`config.mk`:
```
export PLATFORM = sky130hd
export DESIGN_NAME = sha256_w_stream_gen
export DESIGN_NICKNAME = d
export VERILOG_FILES = /design/src/rtl/sha256_w_stream_gen.sv
export SDC_FILE = /design/constraint.sdc
export NUM_CORES = 2
export LEC_CHECK = 0
export ABC_AREA = 1
export BUFFER_PORTS_ARGS = -buffer_cell sky130_fd_sc_hd__buf_2
export CAP_MARGIN = 25
export CELL_PAD_IN_SITES_DETAIL_PLACEMENT = 1
export CELL_PAD_IN_SITES_GLOBAL_PLACEMENT = 1
export CORE_MARGIN = 2
export CORE_UTILIZATION = 42
export CTS_BUF_LIST = sky130_fd_sc_hd__clkbuf_8
export DETAILED_ROUTE_END_ITERATION = 7
export PLACE_DENSITY_LB_ADDON = 0.1
export SLEW_MARGIN = 15
export SYNTH_ARGS = -nofsm -noshare
export SYNTH_HDL_FRONTEND = slang
export SYNTH_SLANG_ARGS = --single-unit
```
`constraint.sdc`:
```
create_clock -name CLK -period 3.93 [get_ports CLK]
set_input_delay 0.393 -clock CLK [delete_from_list [all_inputs] [get_ports CLK]]
set_output_delay 0.393 -clock CLK [all_outputs]
set_load 0.01 [all_outputs]
```
`src/rtl/sha256_w_stream_gen.sv`:
```
// Streams the SHA-256 message schedule W0..W[NUM_WORDS-1] from a 16-word sliding window.
// Latency: first word one cycle after start. Backpressure: w_ready=0 freezes word, index and window.
module sha256_w_stream_gen #(
    parameter int NUM_WORDS = 64
) (
    input  logic         CLK,
    input  logic         RST,
    input  logic         start,
    input  logic [511:0] block_in,
    output logic         busy,
    output logic         w_valid,
    input  logic         w_ready,
    output logic [31:0]  w_out,
    output logic [5:0]   w_idx,
    output logic         done
);

    localparam logic [5:0] LAST_IDX = 6'(NUM_WORDS - 1);

    typedef enum logic {
        IDLE = 1'b0,
        RUN  = 1'b1
    } state_t;

    state_t      state;
    state_t      state_nxt;
    logic [31:0] win [16];
    logic [5:0]  idx;
    logic        load;
    logic        xfer;
    logic        last;
    logic        done_q;
    logic [31:0] w_new;

    function automatic logic [31:0] rotr(input logic [31:0] x, input int n);
        return (x >> n) | (x << (32 - n));
    endfunction

    function automatic logic [31:0] sigma0(input logic [31:0] x);
        return rotr(x, 7) ^ rotr(x, 18) ^ (x >> 3);
    endfunction

    function automatic logic [31:0] sigma1(input logic [31:0] x);
        return rotr(x, 17) ^ rotr(x, 19) ^ (x >> 10);
    endfunction

    assign w_new = sigma1(win[14]) + win[9] + sigma0(win[1]) + win[0];

    always_ff @(posedge CLK or negedge RST) begin
        if (!RST) begin
            state <= IDLE;
        end else begin
            state <= state_nxt;
        end
    end

    always_comb begin
        state_nxt = state;
        load      = 1'b0;
        xfer      = 1'b0;
        last      = 1'b0;
        case (state)
            IDLE: begin
                if (start) begin
                    load      = 1'b1;
                    state_nxt = RUN;
                end
            end
            RUN: begin
                xfer = w_ready;
                last = (idx == LAST_IDX);
                if (xfer && last) begin
                    state_nxt = IDLE;
                end
            end
            default: state_nxt = IDLE;
        endcase
    end

    // The final transfer leaves window and index untouched so w_out/w_idx hold the last word in IDLE.
    always_ff @(posedge CLK or negedge RST) begin
        if (!RST) begin
            for (int i = 0; i < 16; i++) begin
                win[i] <= '0;
            end
            idx    <= '0;
            done_q <= 1'b0;
        end else begin
            done_q <= xfer && last;
            if (load) begin
                for (int i = 0; i < 16; i++) begin
                    win[i] <= block_in[511 - 32*i -: 32];
                end
                idx <= '0;
            end else if (xfer && !last) begin
                for (int i = 0; i < 15; i++) begin
                    win[i] <= win[i+1];
                end
                win[15] <= w_new;
                idx     <= idx + 6'd1;
            end
        end
    end

    assign busy    = (state == RUN);
    assign w_valid = (state == RUN);
    assign w_out   = win[0];
    assign w_idx   = idx;
    assign done    = done_q;

endmodule

```
# Word-level counts from Yosys, hierarchy flattened
# Index checks and enable logic that the tools add are counted.
# totals
regBits	520
out_inout_bits	41
input_bits	516
wordCells	48
# op_classes
n_eq_ne	1
bitwise_logic	9
n_reduce_logical	5
mux	10
n_addsub	4
# op_table
cell	n
$mux W512	2
$add A32 B32 Y32	3
$xor A32 B32 Y32	2
$or A13 B32 Y32	1
$or A14 B32 Y32	1
$or A15 B32 Y32	1
$or A25 B32 Y32	1
$xor A32 B22 Y32	1
$xor A32 B29 Y32	1
$mux W6	2
$add A6 B1 Y6 const B	1
$eq A6 B6 Y1 const B	1
$mux W1	5
$logic_and A1 B1 Y1	3
$pmux W1 S2	1
$reduce_bool A2 Y1	1
$logic_not A1 Y1	1
$not A1 Y1	1

# Longest topological paths before layout
# logic_depth
depth_word	8
depth_mapped	20
depth_no_buf	19

# Worst setup path after synthesis
# Ideal clock, no wire load.
# synth_timing
kind	flip-flop to flip-flop
start	reg win[50] (netlist bit)
end	reg win[25] (netlist bit)
stages_incl_launch_ff	19
required_ps	3814
setup_slack_ps	551
arrival_ps	3262
path_cell_list	dfrtp_1 -> clkbuf_1 -> xnor2_1 -> xor2_1 -> fa_1 -> inv_1 -> fa_1 -> ha_1 -> fa_1 -> nand3_1 -> nand3_1 -> nand2_1 -> nand2_1 -> nand3_1 -> nand3_1 -> nand2_1 -> nand3_1 -> nand2_1 -> nand2_1
# synth_via
elab_chain_len	8
# synth_rtl
item	line	source
from (decl)	27	logic [31:0] win [16];
from (signal, indexed assignment)	92	win[i] <= block_in[511 - 32*i -: 32];
from (signal, indexed assignment)	97	win[i] <= win[i+1];
$or A15 B32 Y32	36	return (x >> n) | (x << (32 - n));
$xor A32 B32 Y32	44	return rotr(x, 17) ^ rotr(x, 19) ^ (x >> 10);
$xor A32 B22 Y32 *	44	
$add A32 B32 Y32 * (3 in a row)	47	assign w_new = sigma1(win[14]) + win[9] + sigma0(win[1]) + win[0];
$mux W512 *	95	end else if (xfer && !last) begin
$mux W512 *	90	if (load) begin
# Every way passes the cells marked *; elsewhere a longest branch is shown, timed or not. The select of a mux whose other input is x is not followed.
# A chain may end at the register's enable or synchronous reset.

# Final worst setup path
# layout_timing
start	reg win[51] (netlist bit)
end	reg win[28] (netlist bit)
# layout_via
elab_chain_len	8
elab_cells_between_ends	9
# layout_rtl
item	line
$or A13 B32 Y32 / $or A15 B32 Y32 (equally long branches)	36
$xor A32 B32 Y32	44
$xor A32 B22 Y32 *	44
$add A32 B32 Y32 * (3 in a row)	47
$mux W512 *	95
$mux W512 *	90
# Marks and branches as above.

==> results.sh <==
export IMPL_final_setup_tns_ns=0
export IMPL_syn_nets=4303
export IMPL_insertion_delay_ns=0.72
export IMPL_place_gp_congestion=0.948
export IMPL_wl_met2_um=66900
export IMPL_grt_max_degree=183
export IMPL_h_tree_depth=3
export IMPL_yosys_most_used_dff="dfrtp_1"
export IMPL_wirelength_um=140000
export IMPL_cts_root_buf="clkbuf_8"
export IMPL_crit_type="flip-flop to flip-flop"
export IMPL_hp_class="input port to flip-flop"
export IMPL_place_hpwl_um=92800
export IMPL_detail_route_wl_per_cell_um=24.7
export IMPL_fin_hold_ws_ns=0.0420
export IMPL_stdcell_count=5645
export IMPL_required_ns=4.52
export IMPL_drc=0
export IMPL_clk_pin_slew_worst_paths_ns=0.07
export IMPL_cp_arrival_ns=4.35
export IMPL_grt_antenna_before_repair=44
export IMPL_cts_tree="done"
export IMPL_ys_seq_elements=520
export IMPL_worst_setup_path_end_kind="flip-flop"
export IMPL_vias=30800
export IMPL_die_area_sq_mm=0.0716
export IMPL_yosysWarnings=0
export IMPL_drv_cap=0
export IMPL_timing_final_ws_setup_ns=0.165
export IMPL_synthCells=3693
export IMPL_dpl_cell_count=4968
export IMPL_drive_above_1_share_pct=16.9
export IMPL_area_growth_pct=34.7
export IMPL_wl_met3_um=8460
export IMPL_final_nets=5208
export IMPL_final_common_cell="nand2_1"
export IMPL_io_pins=557
export IMPL_period_share_pct=95.8
export IMPL_synth_edf_count=0
export IMPL_max_slew_margin_rel_pct=42.3
export IMPL_coreArea_sq_mm=0.0687
export IMPL_dr_pass1_iters=6
export IMPL_cts_sinks=520
export IMPL_ys_types=30
export IMPL_hold_viol=0
export IMPL_layout_min_cycle_time_ns=3.77
export IMPL_die_h_um=268
export IMPL_drt_iter0_drc=2693
export IMPL_n_fill_cell=8425
export IMPL_grt_pass1_vias=32900
export IMPL_port_buffers=556
export IMPL_ant_nets=0
export IMPL_rows=96
export IMPL_critPathMaxFanout=5
export IMPL_grt_pass1_wl_um=206000
export IMPL_seq_area_frac_synth_pct=44.6
export IMPL_start_util_pct=42.5
export IMPL_mappedNetlistArea_sq_mm=0.0292
export IMPL_slew_violations=0
export IMPL_grt_util_all_layers_pct=38.5
export IMPL_setup_viol=0
export IMPL_cts_buffers=95
export IMPL_dr_max_layer_used="met5"
export IMPL_cts_buffer_depth=3
export IMPL_async_flop_share_pct=100
export IMPL_max_freq_ghz=0.266
export IMPL_rsz0062_at_grt="false"
export IMPL_grt_overflow=0
export IMPL_status="finished, final reports clean"
export IMPL_viasPerCell=5.45
export IMPL_clock_skew_final_ns=0.0390
export IMPL_avgSynthCellArea_sq_um=7.91
export IMPL_wirelength_met1_um=56200
export IMPL_critPathLaunchType="flip-flop"
export IMPL_die_w_um=268
export IMPL_worst_slew_pin_slew_ns=0.865
export IMPL_dp_slack_ns=0.144
export IMPL_final_cell_mix="nand2_1 (996), buf_2 (555), dfrtp_1 (518)"
[state kept, by name, summed over array words and instances, names as in the netlist]
name / flops
win: 480
w_out: 32
w_idx: 6
busy: 1
done: 1
[synth_stat cells (all sizes together), types with 60 or more instances]
cell type | count | share of area (%)
inv | 462 | 5.9
fa | 62 | 4.3
xor2 | 60 | 1.8
nor2 | 328 | 4.2
clkbuf | 113 | 1.5
xnor2 | 70 | 2.1
o21ai | 264 | 4.5
nand2 | 999 | 13
dfrtp | 520 | 45
a31oi | 241 | 5.2
o211ai | 242 | 6.2
buf | 183 | 3.4
[worst paths after layout]
check,from,depth (start not counted),to,slack (ns)
hold reg to reg,win[5],2,win[5],0.51
setup reg to reg,win[51],17,win[28],0.16
setup / recovery,win[51],17,win[28],0.16
max in group asynchronous,RST,3,win[372],2.61
min in group asynchronous,RST,2,win[364],0.33
hold / removal,block_in[43],3,win[43],0.04
[per-stage QoR]
step / cell area [sq um] / util [%]
after floorplan: 29200 / -
after global placement: 32600 / 47.5
after detailed placement: 32600 / 47.5
after CTS: 39200 / 57.0
after global routing: 39300 / 57.2
final: 39300 / 57.3
[critical path, stage by stage, from the launching register on]
cell and delay [ns]:
dfrtp_1 0.49, xnor2_1 0.23, xor2_1 0.21, buf_4 0.18, fa_1 0.44, fa_1 0.50, inv_1 0.05, ha_1 0.35
nand2_1 0.10, nand2_1 0.09, a21oi_1 0.27, nand3_1 0.22, nand2_1 0.15, nand2_1 0.06, nand2_1 0.06, nand3_1 0.10
nand2_1 0.10, nand2_1 0.05
[routing by layer]
metal,global-route usage [%],vias to the layer above
met1,48.1,15300
met4,20.4,18
met5,0,-
met2,63.5,1286
li1,-,13700
met3,6.92,437
[layout make-up]
type                            instances  area (sq um)  share of cell area [%]
Multi-Input combinational cell       2415         13100                    33.3
Sequential cell                       520         13000                    33.1
Antenna cell                           42           105                   0.267
Tap cell                              931          1160                    2.96
Inverter                              462          1740                    4.43
Timing Repair Buffer                 1104          8280                    21.1
Clock inverter                         51           290                   0.738
Clock buffer                          120          1650                    4.20
[logic make-up (layout without fill, tap and decap cells)]
| logic type | Yosys count | in the layout | share of synthesized area (%) |
|---|---|---|---|
| buf+inv | 758 | 1737 | 10.8 |
| compound gates | 792 | 792 | 16.7 |
| flops | 520 | 520 | 44.6 |
| xor+xnor | 130 | 130 | 3.90 |
| other cells | 0 | 42 | 0 |
| simple gates | 1399 | 1399 | 18.4 |
| fa+ha+maj | 94 | 94 | 5.62 |
[what timing repair did]
item,in CTS,in global routing
resized for setup,0,11
setup endpoints to repair,0,8
hold buffers,464,0
endpoints found under the hold margin,541,0
buffers inserted,0,0
Power is not shown: default switching activity piles up to over one toggle a cycle in this logic, so the estimate is an artifact.
